File: src/rtl/imem_loader.sv
// Purpose: packs a valid/ready byte stream little-endian into words and writes them sequentially into IMEM from address 0.
// Latency: the handshake of the last byte of a word at edge N gives mem_we=1 in the cycle after N (4 bytes per 5 cycles max).
// Backpressure: byte_ready is low outside RECV and during the write cycle; a held byte waits there until it is accepted.
module imem_loader #(
  parameter int ADDR_WIDTH = 5,
  parameter int DATA_WIDTH = 32,
  parameter int NUM_WORDS  = 16
) (
  input  logic                  clk,
  input  logic                  rst,
  input  logic                  start,
  input  logic                  byte_valid,
  input  logic [7:0]            byte_data,
  output logic                  byte_ready,
  output logic                  mem_we,
  output logic [ADDR_WIDTH-1:0] mem_addr,
  output logic [DATA_WIDTH-1:0] mem_wdata,
  output logic                  busy,
  output logic                  done,
  output logic [ADDR_WIDTH:0]   word_count,
  output logic [DATA_WIDTH-1:0] checksum
);

  localparam int BYTES = DATA_WIDTH / 8;
  localparam int IDX_W = (BYTES > 1) ? $clog2(BYTES) : 1;
  localparam int CNT_W = ADDR_WIDTH + 1;

  // Index of the byte that completes a word.
  localparam logic [IDX_W-1:0] LAST_IDX = IDX_W'(BYTES - 1);
  // word_count value seen during the final write of a session.
  localparam logic [CNT_W-1:0] LAST_CNT = CNT_W'(NUM_WORDS - 1);

  typedef enum logic [1:0] {
    S_IDLE  = 2'd0,
    S_RECV  = 2'd1,
    S_WRITE = 2'd2,
    S_DONE  = 2'd3
  } state_t;

  state_t                  state_q, state_d;
  logic [IDX_W-1:0]        byte_idx_q, byte_idx_d;
  logic [DATA_WIDTH-1:0]   part_q, part_d;
  logic                    byte_ready_q, byte_ready_d;
  logic                    mem_we_q, mem_we_d;
  logic [ADDR_WIDTH-1:0]   mem_addr_q, mem_addr_d;
  logic [DATA_WIDTH-1:0]   mem_wdata_q, mem_wdata_d;
  logic                    busy_q, busy_d;
  logic                    done_q, done_d;
  logic [CNT_W-1:0]        word_count_q, word_count_d;
  logic [DATA_WIDTH-1:0]   checksum_q, checksum_d;

  logic                    byte_fire;

  // A byte transfers only when the registered ready and the source's valid coincide.
  assign byte_fire = byte_valid && byte_ready_q;

  // Next-state and next-output computation for the load sequencer.
  always_comb begin
    state_d      = state_q;
    byte_idx_d   = byte_idx_q;
    part_d       = part_q;
    byte_ready_d = byte_ready_q;
    mem_we_d     = 1'b0;
    mem_addr_d   = mem_addr_q;
    mem_wdata_d  = mem_wdata_q;
    busy_d       = busy_q;
    done_d       = done_q;
    word_count_d = word_count_q;
    checksum_d   = checksum_q;

    unique case (state_q)
      // Idle and done both accept start and open a fresh session at address 0.
      S_IDLE, S_DONE: begin
        if (start) begin
          state_d      = S_RECV;
          byte_ready_d = 1'b1;
          busy_d       = 1'b1;
          done_d       = 1'b0;
          word_count_d = '0;
          checksum_d   = '0;
          mem_addr_d   = '0;
          byte_idx_d   = '0;
          part_d       = '0;
        end
      end

      // Collect bytes into their little-endian lane; the last lane launches the write.
      S_RECV: begin
        if (byte_fire) begin
          for (int k = 0; k < BYTES; k++) begin
            if (byte_idx_q == IDX_W'(k)) begin
              part_d[8*k +: 8] = byte_data;
            end
          end
          if (byte_idx_q == LAST_IDX) begin
            state_d      = S_WRITE;
            byte_ready_d = 1'b0;
            mem_we_d     = 1'b1;
            mem_wdata_d  = part_d;
            byte_idx_d   = '0;
            part_d       = '0;
          end else begin
            byte_idx_d = byte_idx_q + 1'b1;
          end
        end
      end

      // Single write cycle: fold the word into the session totals, then advance or finish.
      S_WRITE: begin
        checksum_d   = checksum_q ^ mem_wdata_q;
        word_count_d = word_count_q + 1'b1;
        if (word_count_q == LAST_CNT) begin
          // Address stays on the last written word; no increment past the end.
          state_d = S_DONE;
          busy_d  = 1'b0;
          done_d  = 1'b1;
        end else begin
          state_d      = S_RECV;
          mem_addr_d   = mem_addr_q + 1'b1;
          byte_ready_d = 1'b1;
        end
      end
    endcase
  end

  // State and all outputs are registered; reset aborts any session and drops the partial word.
  always_ff @(posedge clk) begin
    if (rst) begin
      state_q      <= S_IDLE;
      byte_idx_q   <= '0;
      part_q       <= '0;
      byte_ready_q <= 1'b0;
      mem_we_q     <= 1'b0;
      mem_addr_q   <= '0;
      mem_wdata_q  <= '0;
      busy_q       <= 1'b0;
      done_q       <= 1'b0;
      word_count_q <= '0;
      checksum_q   <= '0;
    end else begin
      state_q      <= state_d;
      byte_idx_q   <= byte_idx_d;
      part_q       <= part_d;
      byte_ready_q <= byte_ready_d;
      mem_we_q     <= mem_we_d;
      mem_addr_q   <= mem_addr_d;
      mem_wdata_q  <= mem_wdata_d;
      busy_q       <= busy_d;
      done_q       <= done_d;
      word_count_q <= word_count_d;
      checksum_q   <= checksum_d;
    end
  end

  assign byte_ready = byte_ready_q;
  assign mem_we     = mem_we_q;
  assign mem_addr   = mem_addr_q;
  assign mem_wdata  = mem_wdata_q;
  assign busy       = busy_q;
  assign done       = done_q;
  assign word_count = word_count_q;
  assign checksum   = checksum_q;

endmodule

File: config.mk
export PLATFORM = sky130hd
export DESIGN_NAME = imem_loader
export DESIGN_NICKNAME = d
export VERILOG_FILES = /design/src/rtl/imem_loader.sv
export SDC_FILE = /design/constraint.sdc
export NUM_CORES = 1
export LEC_CHECK = 0
export ABC_CLOCK_PERIOD_IN_PS = 4050
export CORE_ASPECT_RATIO = 0.6
export CORE_MARGIN = 4
export CORE_UTILIZATION = 45
export CTS_BUF_LIST = sky130_fd_sc_hd__clkbuf_16
export DETAILED_ROUTE_END_ITERATION = 16
export HOLD_SLACK_MARGIN = 0.12
export PLACE_DENSITY = 0.74
export SLEW_MARGIN = 25
export SYNTH_ARGS = -nofsm -noshare
export SYNTH_HDL_FRONTEND = slang
export SYNTH_SLANG_ARGS = --single-unit
File: constraint.sdc
create_clock -name clk -period 4.05 [get_ports clk]
set_input_delay 0.405 -clock clk [delete_from_list [all_inputs] [get_ports clk]]
set_output_delay 0.405 -clock clk [all_outputs]
set_load 0.01 [all_outputs]
Word level (Yosys, flattened, before mapping)

Index checks and enable logic that the tools add are counted.

Flip-flop bits (word level): 115
Input bits: 12
Word-level logic and storage cells: 77

$add $sub $neg: 3
Equality and inequality tests: 12
Mux-type cells: 34
Bitwise operators: 3
Reduce and logical (&&, ||, !) cells: 14

Operator list:

| cell                  | number |
|---|---|
| $pmux W32 S2          | 2 |
| $mux W32              | 3 |
| $mux W8               | 4 |
| $xor A32 B32 Y32      | 1 |
| $reduce_and A3 Y1     | 5 |
| $mux W2               | 7 |
| $pmux W6 S2           | 1 |
| $mux W5               | 2 |
| $ne A2 B2 Y1 const B  | 5 |
| $pmux W5 S2           | 1 |
| $eq A2 B2 Y1 const B  | 4 |
| $mux W1               | 8 |
| $add A6 B1 Y6 const B | 1 |
| $eq A6 B4 Y1 const B  | 1 |
| $mux W6               | 1 |
| $pmux W2 S3           | 1 |
| $add A5 B1 Y5 const B | 1 |
| $eq A2 B1 Y1 const B  | 2 |
| $logic_not A2 Y1      | 2 |
| $pmux W1 S2           | 2 |
| $pmux W2 S2           | 1 |
| $reduce_and A4 Y1     | 1 |
| $reduce_bool A2 Y1    | 2 |
| $pmux W1 S3           | 1 |
| other kinds (6)       | 7 |

Longest topological paths before layout

Gate-level depths: netlist (run 1).

Word-level depth: 5
Depth in mapped cells: 9
Mapped depth without buffers: 6

Worst setup path after synthesis (run 1)

No wires, ideal clock.

Kind: flip-flop to flip-flop
From: register state_q[0]
To: register part_q[4]
Library setup time: 0.117 ns
Arrival time: 1.713 ns
Path slack: 2.220 ns
Cell stages (with the launch flop): 9
Buffers on the path: 2
Period minus slack after synthesis: 1.830 ns
Cell sequence: dfxtp_1 > inv_1 > ha_1 > buf_6 > nor2b_4 > buf_4 > nor4_1 > nor2_1 > a32o_1

Word-level cells in the longest chain between the ends: 4

RTL lines:

| what                                                         | line | source |
|---|---|---|
| start: declaration                                           | 40   | `state_t state_q, state_d;` |
| start signal: assignment                                     | 141  | `state_q <= state_d;` |
| $eq A2 B2 Y1 or $logic_not A2 Y1 (tied branches)             | 71   | `unique case (state_q)` |
| $reduce_or A2 Y1                                             | 71   |  |
| $ne A2 B2 Y1 (no line) or $reduce_bool A2 Y1 (tied branches) | -    |  |
| $reduce_and A3 Y1 (no line)                                  | -    |  |
| end signal: assignment                                       | 143  | `part_q <= part_d;` |
| end: declaration                                             | 42   | `logic [DATA_WIDTH-1:0] part_q, part_d;` |

Parallel ways exist; a longest one is shown, timed or not.
A chain may end at the register's enable or synchronous reset.

Final worst setup path (run 1)

From: register state_q[0]
To: register checksum_q[6], in the netlist checksum[6]

Word-level cells in the longest chain between the ends: 4

RTL lines:

| what                                                         | line | source |
|---|---|---|
| $eq A2 B2 Y1 or $logic_not A2 Y1 (tied branches)             | 71   |  |
| $reduce_or A2 Y1                                             | 71   |  |
| $ne A2 B2 Y1 (no line) or $reduce_bool A2 Y1 (tied branches) | -    |  |
| $reduce_and A2 Y1 (no line)                                  | -    |  |
| end signal: assignment                                       | 151  | `checksum_q <= checksum_d;` |
| end: declaration                                             | 50   | `logic [DATA_WIDTH-1:0] checksum_q, checksum_d;` |

Parallel ways exist; a longest one is shown, timed or not.

==> results.ini, run 1 <==
[run_status]
outcome = complete, no violations

[grt]
grt_max_degree = 57
grt_usage_pct = 18.9
grt_pass1_vias = 3326
grt_remaining_overflow = 0
antenna_found_initial = 0
grt_first_pass_wirelength_mm = 17.4

[timing]
finalHoldViolations = 0
max_slew_margin_pct = 38.1
fin_setup_tns_ns = 0
holdWs_ns = 0.468
slew_violations = 0
finClkSkew_ns = 0.00531
period_share_pct = 57.5
grt_setup_unrepaired = false
period_minus_slack_ns = 2.33
finalSetupViolCount = 0
tightest_slew_ns = 0.928
fmax_mhz = 429

[final_layout]
diodes = 0
final_core_util_pct = 60.0
finalInstanceArea_um2 = 5640
fin_nets = 567
stdcell_count = 681
drive_gt1_share_pct = 5.08
area_growth_pct = 27.0

[synthesis]
synthFlopType = dfxtp_1
ys_seq_area_share_pct = 48.3
ys.warnings.count = 0
synth.net_count = 494
avgSynthCellArea_um2 = 9.39
postSynthCellCount = 473
synth_top_area_share_pct = 48.3
postSynth.asyncResetShare_pct = 0
ys_ff_latch = 107
synth_edf_count = 0
netlist_area_um2 = 4440
synth_area_leader_cell = dfxtp_1
ys_types = 45
synthTopCellsByArea = dfxtp_1 48%, xor2_1 7.1%, nor2_1 5.7%, mux2i_1 5.4%, nand2_1 5.2%

[clock_tree]
htreeDepth = 3
postCtsSetupRepairBufs = 0
cts_buffers = 9
clockBufferDepth = 2
cts_root_buffer = clkbuf_16
clk_pin_slew_worst_paths_ns = 0.07
hold_buffers = 0
cts_tree = done
clock_latency_ns = 0.35
ctsResizeCount = 0
cts_num_sinks = 107

[hold_path]
min_from = part_q[14]$_SDFFE_PP0P_
hp-class = register to register
hold_depth = 1
min_to = part_q[14]$_SDFFE_PP0P_

[floorplanning]
die_width_um = 136
die_y_um = 84.9
num_io_pins = 91
start_util_pct = 47.3
core-area_um2 = 9390
rows = 27
die_area_um2 = 11600

[setup_path]
critPathSlowestCell = o21ai_2
cp.arrival_ns = 2.56
required_ns = 4.28
r2r_cells = 6
r2r_start = state_q[0]$_SDFFE_PP0P_
critPathBufInv = 2
end_kind = register
cp_top_family = compound AO/OA/AOI/OAI gates
cp_cell_sequence = inv_1, ha_1, mux2i_2, o21ai_2, buf_4, nor2_1
crit_type = register to register
cp-start-kind = register
rrSetupSlack_ns = 1.72
rr_endpoint = checksum[6]$_SDFFE_PP0P_
crit_fanout = 25
slowest_delay_ns = 0.56

[place]
dp.cells = 665
portBuffers = 90
place_area_um2 = 5360
dp_hpwl_mm = 7.60
routabilityCongestion = 0.853

[flow_run]
drv_cap = 0

[route]
antenna_left = 0
viasPerCell = 5.22
drc = 0
avgRoutedWirePerCell_um = 15.7
drtPass1Iterations = 4
vias = 3558
drt_wl_total_mm = 10.7
drt_iter0_drc = 178

[power_and_ir_drop]
p_leak_uw = 0.00193
powerDensity_nw_per_um2 = 379
vdd_drop_max_mv = 0.207

[Yosys cell counts (2+ instances only)]
library cell and count:
a211oi_1 27, a21o_1 2, a21oi_1 22, a22o_1 10, a31oi_1 4, a32o_1 8
and2_1 2, and3_1 2, buf_1 2, buf_2 13, buf_4 2, buf_6 3
clkbuf_1 10, dfxtp_1 107, ha_1 9, inv_1 6, mux2i_1 24, nand2_1 61
nand3_1 9, nand3b_1 3, nand4_1 3, nand4b_1 2, nor2_1 68, nor2b_1 5
nor3b_1 4, nor4_1 3, o21ai_0 4, o2bb2ai_1 6, xor2_1 36
[sequential cells by signal (all words and copies together), names as in the netlist]
| name | flops |
|---|---|
| done | 1 |
| byte_ready | 1 |
| checksum | 32 |
| mem_wdata | 32 |
| word_count | 6 |
| mem_we | 1 |
| mem_addr | 5 |
| state_q | 2 |
| part_q | 24 |
| busy | 1 |
| byte_idx_q | 2 |
[per-layer routing]
layer	vias up	GRT usage (%)	share of wire, %
met2	102	27.9	44
met5	-	0	0
met4	0	3.29	0.61
li1	1792	-	-
met1	1657	27.2	48
met3	7	6.10	7.1
[power breakdown]
part	internal (uW)	leakage, uW	switching, uW	total (uW)
Clock	427	0.000134	404	831
Sequential	1060	0.000862	9.64	1070
Combinational	77.0	0.000930	160	237
[stage by stage]
| stage | setup WS [ns] | power (uW) |
|---|---|---|
| floorplan | 2.22 | 1270 |
| global placement | 1.73 | 1320 |
| detailed placement | 1.63 | 1330 |
| CTS | 1.70 | 2160 |
| global route | 1.54 | 2220 |
| finish | 1.72 | 2140 |
[cell usage in the layout, fill, tap and decap left out, types with 2 or more instances in the layout]
master	synthesis	routed
a21o_1	2	2
ha_1	9	9
o2bb2ai_1	6	6
nor2b_1	5	5
and2_1	2	2
nand4b_1	2	2
nor2_1	68	68
a22o_1	10	10
nand2_1	61	61
clkinvlp_4	0	2
a211oi_1	27	27
nand3_1	9	9
mux2i_1	24	24
clkdlybuf4s50_1	0	89
xor2_1	36	36
inv_8	0	2
dfxtp_1	107	107
a31oi_1	4	4
clkbuf_16	0	9
o21ai_0	4	4
a32o_1	8	8
inv_1	6	6
nand4_1	3	3
nor4_1	3	3
a21oi_1	22	22
nand3b_1	3	3
nor3b_1	4	4
buf_4	2	2
[cell type report]
class | count | area (um2)
multi-input cells | 330 | 2120
well taps | 130 | 163
fillers | 821 | 3750
repair buffers | 92 | 911
clock inverters | 7 | 58.8
flip-flops and latches | 107 | 2140
inverters | 6 | 22.5
clock buffers | 9 | 225
[logic make-up (layout without fill, tap and decap cells)]
group,Yosys count,count (layout),synth area share [%]
compound gates,89,89,14.5
xor+xnor,36,36,7.10
fa+ha+maj,9,9,2.54
buf+inv,36,114,4.09
flops,107,107,48.3
mux,26,26,5.98
simple gates,170,170,17.5
[how the worst max path moves through the flow]
stage | cells after the start | end | from
3_3_place_gp | 5 | mem_wdata[7]$_SDFFE_PP0P_ | byte_valid
6_report | 6 | checksum[6]$_SDFFE_PP0P_ | state_q[0]$_SDFFE_PP0P_
3_5_place_dp | 5 | checksum[8]$_SDFFE_PP0P_ | start
5_1_grt | 6 | checksum[0]$_SDFFE_PP0P_ | state_q[0]$_SDFFE_PP0P_
2_1_floorplan | 8 | part_q[4]$_SDFFE_PP0P_ | state_q[0]$_SDFFE_PP0P_
4_1_cts | 6 | checksum[8]$_SDFFE_PP0P_ | state_q[0]$_SDFFE_PP0P_
No activity file was read; power rests on OpenSTA's default activity.
==> inputs of run 2 (changes only) <==
Settings changed: ABC_CLOCK_PERIOD_IN_PS 4050 to 2400.
Clock period 4.05 ns to 2.4 ns, I/O delays scaled along.
==> results.ini, run 2 (synthesized netlist as in run 1, its figures left out) <==
[timing]
finalSetupViolCount = 0
fmax_mhz = 467
slew_violations = 0
layout_setup_ws_ns = 0.261
period_share_pct = 89.1
finClkSkew_ns = 0.00672
tightest_slew_ns = 0.586
finalHoldViolations = 0
grt_setup_unrepaired = false
fin_setup_tns_ns = 0
max_slew_margin_pct = 60.8
holdWs_ns = 0.404
period_minus_slack_ns = 2.14

[route]
drt_wl_total_mm = 10.9
wl_met2_mm = 4.88
viasPerCell = 5.36
vias = 3695
wl_met1_mm = 5.24
routed-wl-met3_um = 755
avgRoutedWirePerCell_um = 15.8
antenna_left = 0
drc = 0
drtPass1Iterations = 5
drt_iter0_drc = 202
top_layer = met4

[clock_tree]
hold_buffers = 0
cts_root_buffer = clkbuf_16
cts_num_sinks = 107
clockBufferDepth = 2
ctsResizeCount = 0
clk_pin_slew_worst_paths_ns = 0.07
cts_tree = done
postCtsSetupRepairBufs = 0
cts_buffers = 9
htreeDepth = 3
clock_latency_ns = 0.34

[final_layout]
stdcell_count = 690
fin_nets = 577
mostFrequentLayoutCell = dfxtp_1
final_core_util_pct = 61.0
area_growth_pct = 28.9
layout_common_cells = 107 x dfxtp_1, 89 x clkdlybuf4s50_1, 68 x nor2_1
diodes = 0
drive_gt1_share_pct = 6.61

[flow_run]
drv_cap = 0

[floorplanning]
core-area_um2 = 9390
start_util_pct = 47.3
die_area_um2 = 11600
rows = 27
die_width_um = 136
num_io_pins = 91
die_y_um = 84.9

[grt]
grt_usage_pct = 19.0
grt_first_pass_wirelength_mm = 17.8
grt_remaining_overflow = 0
grt_pass1_vias = 3515
grt_max_degree = 35
antenna_found_initial = 0

[setup_path]
critPathBufInv = 0
r2r_start = state_q[0]$_SDFFE_PP0P_
crit_type = register to register
cp_cell_sequence = ha_1, a21boi_1, nor4_1, nor2_1, a22o_1
r2r_cells = 5
required_ns = 2.69
rr_endpoint = part_q[3]$_SDFFE_PP0P_
rrSetupSlack_ns = 0.26
cp-start-kind = register
slowest_delay_ns = 0.48
critPathSlowestCell = ha_1
crit_fanout = 15
cp.arrival_ns = 2.43
end_kind = register
cp_top_family = compound AO/OA/AOI/OAI gates

[place]
dp.cells = 675
portBuffers = 90
place_ws_ns = 0.321
dp_hpwl_mm = 7.93
routabilityCongestion = 0.845

[power_and_ir_drop]
powerDensity_nw_per_um2 = 628
p_leak_uw = 0.00198
vdd_drop_max_mv = 0.370

[hold_path]
hold_depth = 2
hp-class = input pin to register
min_to = byte_idx_q[0]$_SDFFE_PP0P_
min_from = rst

[run_status]
outcome = complete, no violations

run 2: worst max-delay path by stage:
stage	startpoint	end	slack (ns)	cells past startpoint
final	state_q[0]$_SDFFE_PP0P_	part_q[3]$_SDFFE_PP0P_	0.26	5
after global routing	state_q[0]$_SDFFE_PP0P_	part_q[18]$_SDFFE_PP0P_	0.10	5
after CTS	state_q[0]$_SDFFE_PP0P_	part_q[5]$_SDFFE_PP0P_	0.30	7
after detailed placement	state_q[0]$_SDFFE_PP0P_	part_q[3]$_SDFFE_PP0P_	0.32	5
after global placement	state_q[0]$_SDFFE_PP0P_	part_q[10]$_SDFFE_PP0P_	0.42	7
after floorplan	state_q[0]$_SDFFE_PP0P_	part_q[4]$_SDFFE_PP0P_	0.57	8
run 2: power breakdown:
part           leakage (uW)  total [uW]  switching (uW)  internal, uW
Clock              0.000131        1350             646           701
Combinational      0.000989         437             280           157
Sequential         0.000862        1810            18.7          1790
Total               0.00198        3590             945          2650
run 2: cell type report:
class                   instances  area [um2]
clock inverters                 6        43.8
flip-flops and latches        107        2140
clock buffers                   9         225
fillers                       850        3670
repair buffers                102        1010
multi-input cells             330        2120
inverters                       6        22.5
well taps                     130         163
run 2: routing by layer:
metal  GRT usage [%]  vias up
met5               0        -
met4            4.12        0
met3            5.69        7
met2            29.2      111
met1            26.4     1772
li1                -     1805
run 2: metrics by stage:
stage / total power (uW) / instance area (um2)
6_report: 3590 / 5720
5_1_grt: 3740 / 5720
4_1_cts: 3620 / 5720
3_5_place_dp: 2280 / 5460
3_3_place_gp: 2260 / 5460
2_1_floorplan: 2140 / 4440
